[config.mk]
export PLATFORM = sky130hd
export DESIGN_NAME = lsu_seq
export DESIGN_NICKNAME = d
export VERILOG_FILES = /design/src/rtl/lsu_seq.sv
export SDC_FILE = /design/constraint.sdc
export NUM_CORES = 1
export LEC_CHECK = 0
export CAP_MARGIN = 20
export CORE_AREA = 3 3 149 151
export CTS_BUF_LIST = sky130_fd_sc_hd__clkbuf_8
export DETAILED_ROUTE_END_ITERATION = 8
export DIE_AREA = 0 0 152 154
export PLACE_DENSITY = 0.77
export SLEW_MARGIN = 15
export SYNTH_ARGS = -nofsm -noshare
export SYNTH_HDL_FRONTEND = slang
export SYNTH_SLANG_ARGS = --single-unit
[constraint.sdc]
create_clock -name clk -period 2.83 [get_ports clk]
set_input_delay 0.283 -clock clk [delete_from_list [all_inputs] [get_ports clk]]
set_output_delay 0.283 -clock clk [all_outputs]
set_load 0.02 [all_outputs]
[src/rtl/lsu_seq.sv]
// lsu_seq: one load/store/CSR/register op per request, IDLE -> BUS -> RESP, on a wait-state data bus.
// Define LSU_MISALIGN_EXC_EN to trap misaligned half/word accesses instead of truncating the address.
package lsu_seq_pkg;
   typedef enum logic [3:0] {
      OP_NOP   = 4'd0,
      OP_LB    = 4'd1,
      OP_LH    = 4'd2,
      OP_LW    = 4'd3,
      OP_LBU   = 4'd4,
      OP_LHU   = 4'd5,
      OP_SB    = 4'd6,
      OP_SH    = 4'd7,
      OP_SW    = 4'd8,
      OP_CSRR  = 4'd9,
      OP_CSRRW = 4'd10,
      OP_REG   = 4'd11
   } lsu_op_t;

   typedef logic [4:0] gpr_addr_t;
endpackage

module lsu_seq
   import lsu_seq_pkg::*;
#(
   parameter int TIMEOUT = 16
) (
   input  logic        clk,
   input  logic        rst,
   input  logic        req_valid,
   output logic        req_ready,
   input  lsu_op_t     lsu_op,
   input  logic [31:0] addr,
   input  logic [31:0] wr_data,
   input  logic [31:0] alt_data,
   input  logic        endianness,
   input  gpr_addr_t   dest_addr,
   output logic        resp_valid,
   output logic        dest_en,
   output gpr_addr_t   dest_addr_o,
   output logic [31:0] dest_data,
   output logic        exc,
   output logic [3:0]  exc_cause,
   output logic        csr_wr_en,
   output logic [31:0] csr_wr_data,
   output logic        dbus_rd_en,
   output logic        dbus_wr_en,
   output logic [31:0] dbus_addr,
   output logic [31:0] dbus_wr_data,
   output logic [3:0]  dbus_wr_strobe,
   input  logic [31:0] dbus_rd_data,
   input  logic        dbus_wait,
   input  logic        dbus_err
);

   typedef enum logic [1:0] {
      S_IDLE = 2'd0,
      S_BUS  = 2'd1,
      S_RESP = 2'd2
   } state_t;

`ifdef LSU_MISALIGN_EXC_EN
   localparam logic MIS_TRAP = 1'b1;
`else
   localparam logic MIS_TRAP = 1'b0;
`endif

   localparam logic [31:0] TO_LIM = (TIMEOUT > 0) ? 32'(TIMEOUT - 1) : 32'd0;

   function automatic logic [1:0] op_size(input lsu_op_t op);
      case (op)
         OP_LB, OP_LBU, OP_SB: op_size = 2'd0;
         OP_LH, OP_LHU, OP_SH: op_size = 2'd1;
         default:              op_size = 2'd2;
      endcase
   endfunction

   function automatic logic [3:0] base_mask(input logic [1:0] sz);
      case (sz)
         2'd0:    base_mask = 4'h1;
         2'd1:    base_mask = 4'h3;
         default: base_mask = 4'hF;
      endcase
   endfunction

   // Keep only the bytes of the access size, byte-swapped within that size when big-endian.
   function automatic logic [31:0] fit(input logic [31:0] d, input logic [1:0] sz, input logic be);
      case (sz)
         2'd0:    fit = {24'h0, d[7:0]};
         2'd1:    fit = be ? {16'h0, d[7:0], d[15:8]} : {16'h0, d[15:0]};
         default: fit = be ? {d[7:0], d[15:8], d[23:16], d[31:24]} : d;
      endcase
   endfunction

   function automatic logic [31:0] extend(input logic [31:0] d, input logic [1:0] sz, input logic sx);
      case (sz)
         2'd0:    extend = {{24{sx & d[7]}}, d[7:0]};
         2'd1:    extend = {{16{sx & d[15]}}, d[15:0]};
         default: extend = d;
      endcase
   endfunction

   state_t      state_q;
   logic [31:0] wait_cnt_q;
   logic [1:0]  sz_q, off_q;
   logic        be_q, ld_q, sx_q;
   gpr_addr_t   dest_q;

   logic        req_ready_q, resp_valid_q, dest_en_q, exc_q, csr_wr_en_q;
   logic        dbus_rd_en_q, dbus_wr_en_q;
   gpr_addr_t   dest_addr_o_q;
   logic [31:0] dest_data_q, csr_wr_data_q, dbus_addr_q, dbus_wr_data_q;
   logic [3:0]  exc_cause_q, dbus_wr_strobe_q;

   logic [1:0]  sz_d, off_d;
   logic        load_d, mem_d, mis_d, mis_trap_d, nm_en_d, abort_d;
   logic [3:0]  strobe_d;
   logic [31:0] wdata_d, nm_data_d, ld_d;

   // Decode of the incoming request: lanes, store data, misalignment and non-memory result.
   always_comb begin
      sz_d   = op_size(lsu_op);
      load_d = lsu_op inside {OP_LB, OP_LH, OP_LW, OP_LBU, OP_LHU};
      mem_d  = load_d || (lsu_op inside {OP_SB, OP_SH, OP_SW});
      off_d  = addr[1:0];
      mis_d  = 1'b0;
      case (sz_d)
         2'd0:    mis_d = 1'b0;
         2'd1:    begin off_d = {addr[1], 1'b0}; mis_d = addr[0]; end
         default: begin off_d = 2'b00; mis_d = |addr[1:0]; end
      endcase
      strobe_d   = base_mask(sz_d) << off_d;
      wdata_d    = fit(wr_data, sz_d, endianness) << {off_d, 3'b000};
      mis_trap_d = MIS_TRAP && mem_d && mis_d;
      nm_en_d    = 1'b0;
      nm_data_d  = 32'd0;
      case (lsu_op)
         OP_CSRR, OP_CSRRW: begin nm_en_d = 1'b1; nm_data_d = alt_data; end
         OP_REG:            begin nm_en_d = 1'b1; nm_data_d = addr; end
         default:           begin nm_en_d = 1'b0; nm_data_d = 32'd0; end
      endcase
   end

   // Bus-side decode: abort condition (error beats wait) and formatted load data.
   always_comb begin
      abort_d = dbus_err;
      if (TIMEOUT > 0) begin
         abort_d = dbus_err || (dbus_wait && (wait_cnt_q == TO_LIM));
      end else begin
         abort_d = dbus_err;
      end
      ld_d = extend(fit(dbus_rd_data >> {off_q, 3'b000}, sz_q, be_q), sz_q, sx_q);
   end

   // Sequencer FSM; every output is a register written here.
   always_ff @(posedge clk) begin
      if (rst) begin
         state_q          <= S_IDLE;
         wait_cnt_q       <= 32'd0;
         sz_q             <= 2'd0;
         off_q            <= 2'd0;
         be_q             <= 1'b0;
         ld_q             <= 1'b0;
         sx_q             <= 1'b0;
         dest_q           <= '0;
         req_ready_q      <= 1'b1;
         resp_valid_q     <= 1'b0;
         dest_en_q        <= 1'b0;
         dest_addr_o_q    <= '0;
         dest_data_q      <= 32'd0;
         exc_q            <= 1'b0;
         exc_cause_q      <= 4'd0;
         csr_wr_en_q      <= 1'b0;
         csr_wr_data_q    <= 32'd0;
         dbus_rd_en_q     <= 1'b0;
         dbus_wr_en_q     <= 1'b0;
         dbus_addr_q      <= 32'd0;
         dbus_wr_data_q   <= 32'd0;
         dbus_wr_strobe_q <= 4'd0;
      end else begin
         case (state_q)
            S_IDLE: begin
               if (req_valid) begin
                  req_ready_q <= 1'b0;
                  sz_q        <= sz_d;
                  off_q       <= off_d;
                  be_q        <= endianness;
                  ld_q        <= load_d;
                  sx_q        <= (lsu_op == OP_LB) || (lsu_op == OP_LH);
                  dest_q      <= dest_addr;
                  wait_cnt_q  <= 32'd0;
                  if (mem_d && !mis_trap_d) begin
                     state_q          <= S_BUS;
                     dbus_rd_en_q     <= load_d;
                     dbus_wr_en_q     <= !load_d;
                     dbus_addr_q      <= {addr[31:2], 2'b00};
                     dbus_wr_data_q   <= load_d ? 32'd0 : wdata_d;
                     dbus_wr_strobe_q <= load_d ? 4'd0 : strobe_d;
                  end else begin
                     state_q       <= S_RESP;
                     resp_valid_q  <= 1'b1;
                     dest_addr_o_q <= dest_addr;
                     exc_q         <= mem_d;
                     exc_cause_q   <= mem_d ? (load_d ? 4'd4 : 4'd6) : 4'd0;
                     dest_en_q     <= nm_en_d;
                     dest_data_q   <= nm_data_d;
                     csr_wr_en_q   <= (lsu_op == OP_CSRRW);
                     csr_wr_data_q <= (lsu_op == OP_CSRRW) ? addr : 32'd0;
                  end
               end
            end
            S_BUS: begin
               if (abort_d || !dbus_wait) begin
                  state_q          <= S_RESP;
                  dbus_rd_en_q     <= 1'b0;
                  dbus_wr_en_q     <= 1'b0;
                  dbus_addr_q      <= 32'd0;
                  dbus_wr_data_q   <= 32'd0;
                  dbus_wr_strobe_q <= 4'd0;
                  resp_valid_q     <= 1'b1;
                  dest_addr_o_q    <= dest_q;
                  exc_q            <= abort_d;
                  exc_cause_q      <= abort_d ? (ld_q ? 4'd5 : 4'd7) : 4'd0;
                  dest_en_q        <= ld_q && !abort_d;
                  dest_data_q      <= (ld_q && !abort_d) ? ld_d : 32'd0;
               end else begin
                  wait_cnt_q <= wait_cnt_q + 32'd1;
               end
            end
            default: begin
               state_q          <= S_IDLE;
               req_ready_q      <= 1'b1;
               resp_valid_q     <= 1'b0;
               dest_en_q        <= 1'b0;
               dest_addr_o_q    <= '0;
               dest_data_q      <= 32'd0;
               exc_q            <= 1'b0;
               exc_cause_q      <= 4'd0;
               csr_wr_en_q      <= 1'b0;
               csr_wr_data_q    <= 32'd0;
               dbus_rd_en_q     <= 1'b0;
               dbus_wr_en_q     <= 1'b0;
               dbus_addr_q      <= 32'd0;
               dbus_wr_data_q   <= 32'd0;
               dbus_wr_strobe_q <= 4'd0;
            end
         endcase
      end
   end

   assign req_ready      = req_ready_q;
   assign resp_valid     = resp_valid_q;
   assign dest_en        = dest_en_q;
   assign dest_addr_o    = dest_addr_o_q;
   assign dest_data      = dest_data_q;
   assign exc            = exc_q;
   assign exc_cause      = exc_cause_q;
   assign csr_wr_en      = csr_wr_en_q;
   assign csr_wr_data    = csr_wr_data_q;
   assign dbus_rd_en     = dbus_rd_en_q;
   assign dbus_wr_en     = dbus_wr_en_q;
   assign dbus_addr      = dbus_addr_q;
   assign dbus_wr_data   = dbus_wr_data_q;
   assign dbus_wr_strobe = dbus_wr_strobe_q;

endmodule

Word-level counts from Yosys, hierarchy flattened:

Cells that the tools add are included.

* add/sub/neg operators: 1
* eq/ne operators: 20
* shifts and indexed selects: 3
* mux-type cells: 75
* bitwise gates (word level): 3
* reduce and logical (&&, ||, !) cells: 26

Operators by type and width (count)
* one-hot mux 32 bit (2 select lines): 9
* 2-to-1 mux 32 bit: 17
* adder 32 x 1 -> 32 bit, second input constant: 1
* == test 32 x 4 -> 1 bit, second input constant: 1
* 2-to-1 mux 16 bit: 2
* left shift 32 x 5 -> 32 bit: 1
* >> shifter 32 x 5 -> 32 bit: 1
* 2-to-1 mux 4 bit: 7
* one-hot mux 4 bit (2 select lines): 3
* 2-to-1 mux 1 bit: 18
* == test 4 x 3 -> 1 bit, second input constant: 4
* == test 4 bit, second input constant: 4
* 2-to-1 mux 5 bit: 3
* one-hot mux 1 bit (2 select lines): 7
* one-hot mux 2 bit (2 select lines): 3
* AND reduction 3 bit: 4
* inequality test 2 bit, second input constant: 5
* one-hot mux 5 bit (2 select lines): 1
* OR reduction 3 bit: 3
* == test 4 x 2 -> 1 bit, second input constant: 2
* 2-to-1 mux 2 bit: 4
* == test 2 x 1 -> 1 bit, second input constant: 3
* logical NOT 2 bit: 3
* AND reduction 2 bit: 3
* 12 further kinds: 19

* bits in registers: 194
* bits of input ports: 143
* word-level logic and storage cells: 150

Logic depth before layout (Yosys ltp):

Gate-level depths: netlist of the first run.

* depth in word-level cells: 10
* mapped depth: 9

Worst setup path after synthesis of the first run:

No wires, ideal clock.

* path kind: register to register
* start point: register wait_cnt_q[0]
* end point: register dbus_wr_data_q[10], in the netlist dbus_wr_data[10]
* setup time: 0.117 ns
* arrival time: 2.065 ns
* required time: 2.713 ns
* path slack: 0.648 ns
* cell stages (with the launch flop): 10
* period minus slack after synthesis: 2.182 ns
* cell sequence: dfxtp_1 -> ha_1 -> and3_1 -> clkbuf_1 -> nand3_1 -> o31ai_4 -> a21oi_2 -> buf_6 -> buf_4 -> a22o_1

* word-level cells in the longest chain between the ends: 6

Ends and longest elaborated chain
* start, declared: RTL line 103 `logic [31:0] wait_cnt_q;`
* start signal, assigned: RTL line 226 `wait_cnt_q <= wait_cnt_q + 32'd1;`
* == test 32 x 4 -> 1 bit: RTL line 147 `abort_d = dbus_err || (dbus_wait && (wait_cnt_q == TO_LIM));`
* logical AND 1 bit: RTL line 147
* logical OR 1 bit: RTL line 147
* logical OR 1 bit: RTL line 212 `if (abort_d || !dbus_wait) begin`
* inequality test 2 bit (no line)
* AND reduction 3 bit (no line)
* end signal, assigned: RTL line 196 `dbus_wr_data_q <= load_d ? 32'd0 : wdata_d;`
* end, declared: RTL line 111 `logic [31:0] dest_data_q, csr_wr_data_q, dbus_addr_q, dbus_wr_data_q;`

Every way passes these cells.
A chain may end at the register's enable or synchronous reset.

Worst setup path after layout of the first run:

* start point: register state_q[0]
* end point: register dbus_addr_q[31], in the netlist dbus_addr[31]

* word-level cells in the longest chain between the ends: 3
* elaborated cells between the ends (all ways): 7
* those cells by class: 4 x eq/ne; 1 x mux; 2 x reduce/logical

Ends and longest elaborated chain
* start, declared: RTL line 102 `state_t state_q;`
* start signal, assigned: RTL line 157 `state_q <= S_IDLE;`
* start signal, assigned: RTL line 192 `state_q <= S_BUS;`
* start signal, assigned: RTL line 199 `state_q <= S_RESP;`
* == test 2 x 1 -> 1 bit or logical NOT 2 bit (tied branches): RTL line 180 `case (state_q)`
* inequality test 2 bit (no line)
* AND reduction 3 bit (no line)
* end signal, assigned: RTL line 195 `dbus_addr_q <= {addr[31:2], 2'b00};`
* end, declared: RTL line 111

Parallel ways exist; a longest one is shown, timed or not.

==> reports/results.tsv, run 1 <==
metric	value	unit
async_flop_share	0	%
ys_seq_elements	189	
intPower	4.34	mW
wl_per_cell	20.8	um
power.density	456	nW/um^2
finalCritPeriodShare	85.5	%
cts-hold-fix-buffers	0	
drt_drc_violations_left	2	
path_depth	6	
finalPower	6.03	mW
cts.clk_slew.worst_paths	100	ps
die_x	152	um
finalNonFillerCells	1595	
slowest_delay	650	ps
gp_congestion	0.928	
synth.top_cells.by_area	dfxtp_1, a22o_1, a22oi_1	
cts_buffers	17	
fin_hold_ws	197	ps
worstPathArrival	2820	ps
synth-main-ff-cell	dfxtp_1	
cts_sinks	189	
worstMarginPinSlew	939	ps
swShare	28.0	%
status	finished, violations left	
cts.path.max_buffers	2	
fmax	0.413	GHz
synth_area	9420	sq um
h-tree-depth	4	
crit_fanout	24	
yosys_warnings	0	
cts_root_buf	clkbuf_8	
clock_skew	17.0	ps
setup_violations	0	
syn_inst	1036	
dp.cells	1563	
grt_max_degree	40	
initial_utilization	45.0	%
synth_cell_types	76	
yosysTopAreaCell	dfxtp_1	
combPwrFrac	19.1	%
postCtsResizedCells	0	
core	21000	sq um
grt_usage	26.9	%
drt_iter0_markers	945	
clockPowerShare	34.8	%
startpoint_type	register	
yosys.cell_count.top_type	dfxtp_1	
p_sw	1.69	mW
post_cts_buffers	0	
clock_latency	470	ps
rsz0062_at_grt	no	
routed_wl	33.2	mm
grt_pass1_vias	9423	
fp.dieArea	23400	sq um
fin_crit	2420	ps
portBuffers	287	
power_frac_seq	46.1	%
final_nets	1451	
crit_buf_inv	1	
antenna_found_initial	1	
fin_tns_setup	0	ps
critPathSlowestCell	dfxtp_1	
hold_viol	0	
avgSynthCellArea	9.10	sq um
critPathTopFamily	compound AO/OA/AOI/OAI gates	
syn_to_final_growth	40.2	%
leakagePower	4.71	nW
core.rowCount	53	
hpwl	24.6	mm
vias	9679	
peakVddDrop	0.000307	V
worstSetupPathType	register to register	
slew_viol_final	0	
worstPathRequired	3230	ps
synthTopCellsByCount	dfxtp_1, nor2_1, a22o_1	
cp-end-kind	register	
synth_edf_count	0	
cts_tree	built	
ys_seq_area_share	40.2	%
viasPerCell	6.07	
min_path_cells	2	
crit_chain	nor2b_1 -> and2_1 -> o31ai_4 -> a21oi_4 -> buf_12 -> a22o_1	
drt-pass1-iter-count	9	
ant_nets	0	
dieHeight	154	um
overflow	0	
relSlewSlack	36.9	%
drive_gt1_share	9.48	%
r2r_cells	6	
netlist.area_leader.share	40.2	%
violations	design-rule violations	
ios	291	
hold_class	input port to register	
maxCapViolations	0	
grt_first_pass_wirelength	52.0	mm
## kinds of logic (layout without fill, tap and decap cells)
kind of cell,count (synthesis),after routing,synth area share (%)
flip-flops,189,189,40.2
adder cells (fa/ha/maj),1,1,0.133
AND/OR/NAND/NOR,303,303,16.7
AO/OA/AOI/OAI,387,387,31.6
buffers and inverters,103,384,4.90
XOR/XNOR,10,10,0.930
multiplexers,42,42,5.63
other,1,4,0.0398
## cells in the final DEF, fill, tap and decap left out, types with 8 or more instances in the layout
cell type / synthesis / layout
clkdlybuf4s50_1: 0 / 286
dfxtp_1: 189 / 189
nor2_1: 111 / 111
a22o_1: 64 / 64
a22oi_1: 62 / 62
a21oi_1: 58 / 56
nand2_1: 45 / 45
buf_4: 9 / 43
o21ai_0: 33 / 33
a221o_1: 27 / 27
mux2i_1: 26 / 26
or3_1: 25 / 25
nand3_1: 19 / 19
o2bb2ai_1: 19 / 19
clkbuf_8: 0 / 18
nor2b_1: 15 / 15
a211o_1: 15 / 15
o211ai_1: 14 / 14
inv_1: 12 / 13
nand4_1: 13 / 13
a31oi_1: 13 / 13
nor3_1: 12 / 11
nor4_1: 9 / 9
xor2_1: 8 / 8
o32ai_1: 8 / 8
mux2_2: 8 / 8
mux4_2: 8 / 8
a222oi_1: 8 / 8
buf_12: 0 / 8
## path summary, 6_finish.rpt
check / start / end / slack [ps]
worst min register to register: dest_data[3] / dest_data[3] / 470
worst min-delay path: rst / dest_q[3] / 200
worst max register to register: state_q[0] / dbus_addr[31] / 410
worst max-delay path: state_q[0] / dbus_addr[31] / 410
## power by group through the flow
| stage | combinational, mW | sequential [mW] | clock [mW] |
|---|---|---|---|
| 2_1_floorplan | 0.512 | 2.89 | 0 |
| 3_3_place_gp | 1.12 | 2.84 | 0 |
| 3_5_place_dp | 1.13 | 2.84 | 0 |
| 4_1_cts | 1.14 | 2.78 | 2.13 |
| 5_1_grt | 1.23 | 2.79 | 2.22 |
| 6_report | 1.15 | 2.78 | 2.10 |
## metal layers
metal	part of all wire, %	global-route usage (%)
met4	2.3	7.19
met2	46	42.6
met1	44	36.7
met3	7.4	7.15
met5	0	0
## final cells by class
| class | count | area [sq um] |
|---|---|---|
| inverters | 15 | 56.3 |
| clock buffers | 18 | 248 |
| multi-input cells | 746 | 5210 |
| repair buffers | 338 | 3350 |
| fillers | 1813 | 7740 |
| flip-flops and latches | 189 | 3780 |
| diodes | 1 | 2.50 |
| well taps | 275 | 344 |
| clock inverters | 13 | 211 |
## per-stage QoR
step                      setup WS [ps]  cell area (sq um)  util, %
after floorplan                     648               9430        -
after global placement              253              12700     60.8
after detailed placement            173              12700     60.8
after CTS                           452              13200     63.0
after global routing                254              13200     63.0
final                               409              13200     63.0
## registers in the layout, summed over array words and instances (netlist names)
name,flops
resp_valid,1
csr_wr_en,1
sx_q,1
exc_cause,2
wait_cnt_q,32
dbus_rd_en,1
dbus_addr,30
dbus_wr_strobe,4
ld_q,1
dest_en,1
state_q,2
off_q,2
csr_wr_data,32
be_q,1
sz_q,2
dest_data,32
dbus_wr_en,1
req_ready,1
dest_q,5
dest_addr_o,5
dbus_wr_data,32
Power figures use the tool's default switching activity.
==> inputs of run 2 (changes only) <==
Settings changed: CORE_AREA 3 3 149 151 to 3 3 143 145, DIE_AREA 0 0 152 154 to 0 0 146 148, PLACE_DENSITY 0.77 to 0.83.
==> run 2 against run 1 <==
  * The run now ends clean
  * Sequential cell count stayed put
  * Die area shrank 7.7%
  * First-iteration DRC count fell by 12%
  * Sequential share of layout area up 0.22 points
  * Routed wire length down 2.7%
  * Clock skew rose by 2.3 ps
  * Count of clock-buffer cells in the layout is 1 lower
  * Critical endpoint is now dbus_wr_data[23]
==> reports/results.tsv, run 2 (synthesis results as in run 1) <==
metric	value	unit	change
drt_iter0_markers	828		-12%
hp-start	rst		
intPower	4.02	mW	-7.5%
leakagePower	4.67	nW	-0.91%
power.density	445	nW/um^2	-2.4%
ios	291		unchanged
fmax	0.382	GHz	-7.6%
clockPowerShare	32.9	%	-1.9 points
p_sw	1.82	mW	+8.0%
finalInstanceArea	13100	sq um	-0.75%
routed_wl	32.3	mm	-2.7%
grt_first_pass_wirelength	51.0	mm	-1.9%
initial_utilization	48.7	%	+3.8 points
drt-pass1-iter-count	8		-1
grt_pass1_vias	9484		+0.65%
clock_skew	19.3	ps	+2.29 ps
startpoint_type	register		
postCtsResizedCells	0		unchanged
drt_drc_violations_left	0		-2
post_cts_buffers	0		unchanged
fin_crit	2620	ps	+200 ps
hold_viol	0		unchanged
crit_fanout	44		+83%
ff2ff_setup_slack	210	ps	-200 ps
antenna_found_initial	1		unchanged
clock_latency	490	ps	+20 ps
layout_common_cells	clkdlybuf4s50_1, dfxtp_1, nor2_1		
slew_viol_final	0		unchanged
cts_tree	built		
grt_usage	28.7	%	+1.8 points
dieHeight	148	um	-3.9%
drive_gt1_share	9.62	%	+0.14 points
portBuffers	287		unchanged
cts_root_buf	clkbuf_8		
die_x	146	um	-3.9%
cts_buffers	17		unchanged
cp-end-kind	register		
power_frac_seq	47.6	%	+1.5 points
hpwl	23.7	mm	-3.8%
r2r-end	dbus_wr_data[23]		
finalCritPeriodShare	92.6	%	+7.1 points
min_path_cells	3		+1
worstPathArrival	3040	ps	+220 ps
hold_class	input port to register		
peakVddDrop	0.000275	V	-10%
viasPerCell	6.15		+1.4%
core.rowCount	51		-3.8%
grt_max_degree	68		+70%
ant_nets	0		unchanged
setup_violations	0		unchanged
maxCapViolations	0		unchanged
hold_end	req_ready		
vias	9759		+0.83%
rr_startpoint	state_q[0]		
r2r_cells	6		unchanged
relSlewSlack	44.3	%	+7.3 points
cts-hold-fix-buffers	0		unchanged
layout_commonest_cell	clkdlybuf4s50_1		
gp_congestion	0.899		-3.1%
core	19300	sq um	-7.7%
combPwrFrac	19.5	%	+0.4 points
status	finished, final reports clean		
final_nets	1451		unchanged
placed_area	12700	sq um	-0.46%
h-tree-depth	4		unchanged
slowest_delay	670	ps	+20 ps
swShare	31.2	%	+3.2 points
syn_to_final_growth	39.1	%	
wl_per_cell	20.3	um	-2.1%
rsz0062_at_grt	no		
cts_sinks	189		unchanged
critPathSlowestCell	dfxtp_1		
overflow	0		unchanged
cts.clk_slew.worst_paths	110	ps	about the same
fin_tns_setup	0	ps	unchanged
crit_chain	nor2b_1 -> and2_1 -> o31ai_4 -> a21oi_4 -> buf_12 -> a22o_1		
fp.dieArea	21600	sq um	-7.7%
worstPathRequired	3250	ps	+20 ps
worstMarginPinSlew	829	ps	-109 ps
worstSetupPathType	register to register		
cts.path.max_buffers	2		unchanged
==> run 2: cell types whose count changed in the layout (fill, tap and decap cells not counted), moves of 2 or more <==
cell / before / now
inv_8: 0 / 5
bufinv_16: 5 / 1
clkinvlp_4: 0 / 2
buf_4: 43 / 46
clkinv_8: 0 / 2
buf_12: 8 / 4
==> run 2: area by class of cell <==
class                      instances  area [sq um]
antenna                            1          2.50
fill                            1571          6220
timing repair buffer             338          3300
tap                              265           332
clock inverter                    15           185
multi-input combinational        746          5210
clock buffer                      17           234
inverter                          15          56.3
sequential                       189          3780
==> run 2: worst max path at each step <==
stage | startpoint | end | slack, ps | depth (start not counted)
3_3_place_gp | lsu_op[0] | dbus_wr_data[16] | -50 | 7
2_1_floorplan | wait_cnt_q[0] | dbus_wr_data[10] | 650 | 9
5_1_grt | off_q[0] | dest_data[9] | 90 | 5
3_5_place_dp | lsu_op[1] | dbus_wr_data[26] | 40 | 6
4_1_cts | state_q[0] | dbus_wr_data[23] | 250 | 6
6_report | state_q[0] | dbus_wr_data[23] | 210 | 6
==> run 2: power by group through the flow <==
stage	combinational (mW)	sequential, mW	clock (mW)
finish	1.14	2.78	1.92
global route	1.21	2.79	2.04
CTS	1.13	2.78	1.94
detailed placement	1.12	2.84	0
global placement	1.10	2.84	0
floorplan	0.512	2.89	0
==> run 2: routing by layer <==
metal,vias to the layer above,share of wire [%],GRT usage [%]
met2,476,46,44.9
met1,4653,43,38.8
met4,0,2.7,10.7
li1,4559,-,-
met3,71,8.4,6.93
met5,-,0,0
==> run 2: worst max-delay path, delay by kind of cell (launching register included) <==
kind | cells | cell delay (ps)
AND/OR/NAND/NOR | 2 | 700
flip-flops | 1 | 670
AO/OA/AOI/OAI | 3 | 860
buffers and inverters | 1 | 300
==> run 2: stage by stage <==
step | util (%) | total power [mW] | hold slack (ps) | worst slack (ps) | instances
3_5_place_dp | 65.6 | 3.96 | 443 | 42.3 | 1553
5_1_grt | 67.8 | 6.05 | 75.1 | 88.2 | 1586
6_report | 67.8 | 5.84 | 102 | 210 | 1586
4_1_cts | 67.8 | 5.84 | 68.0 | 247 | 1585
2_1_floorplan | - | 3.41 | 392 | 648 | 1038
3_3_place_gp | 65.6 | 3.94 | 434 | -53.8 | 1552
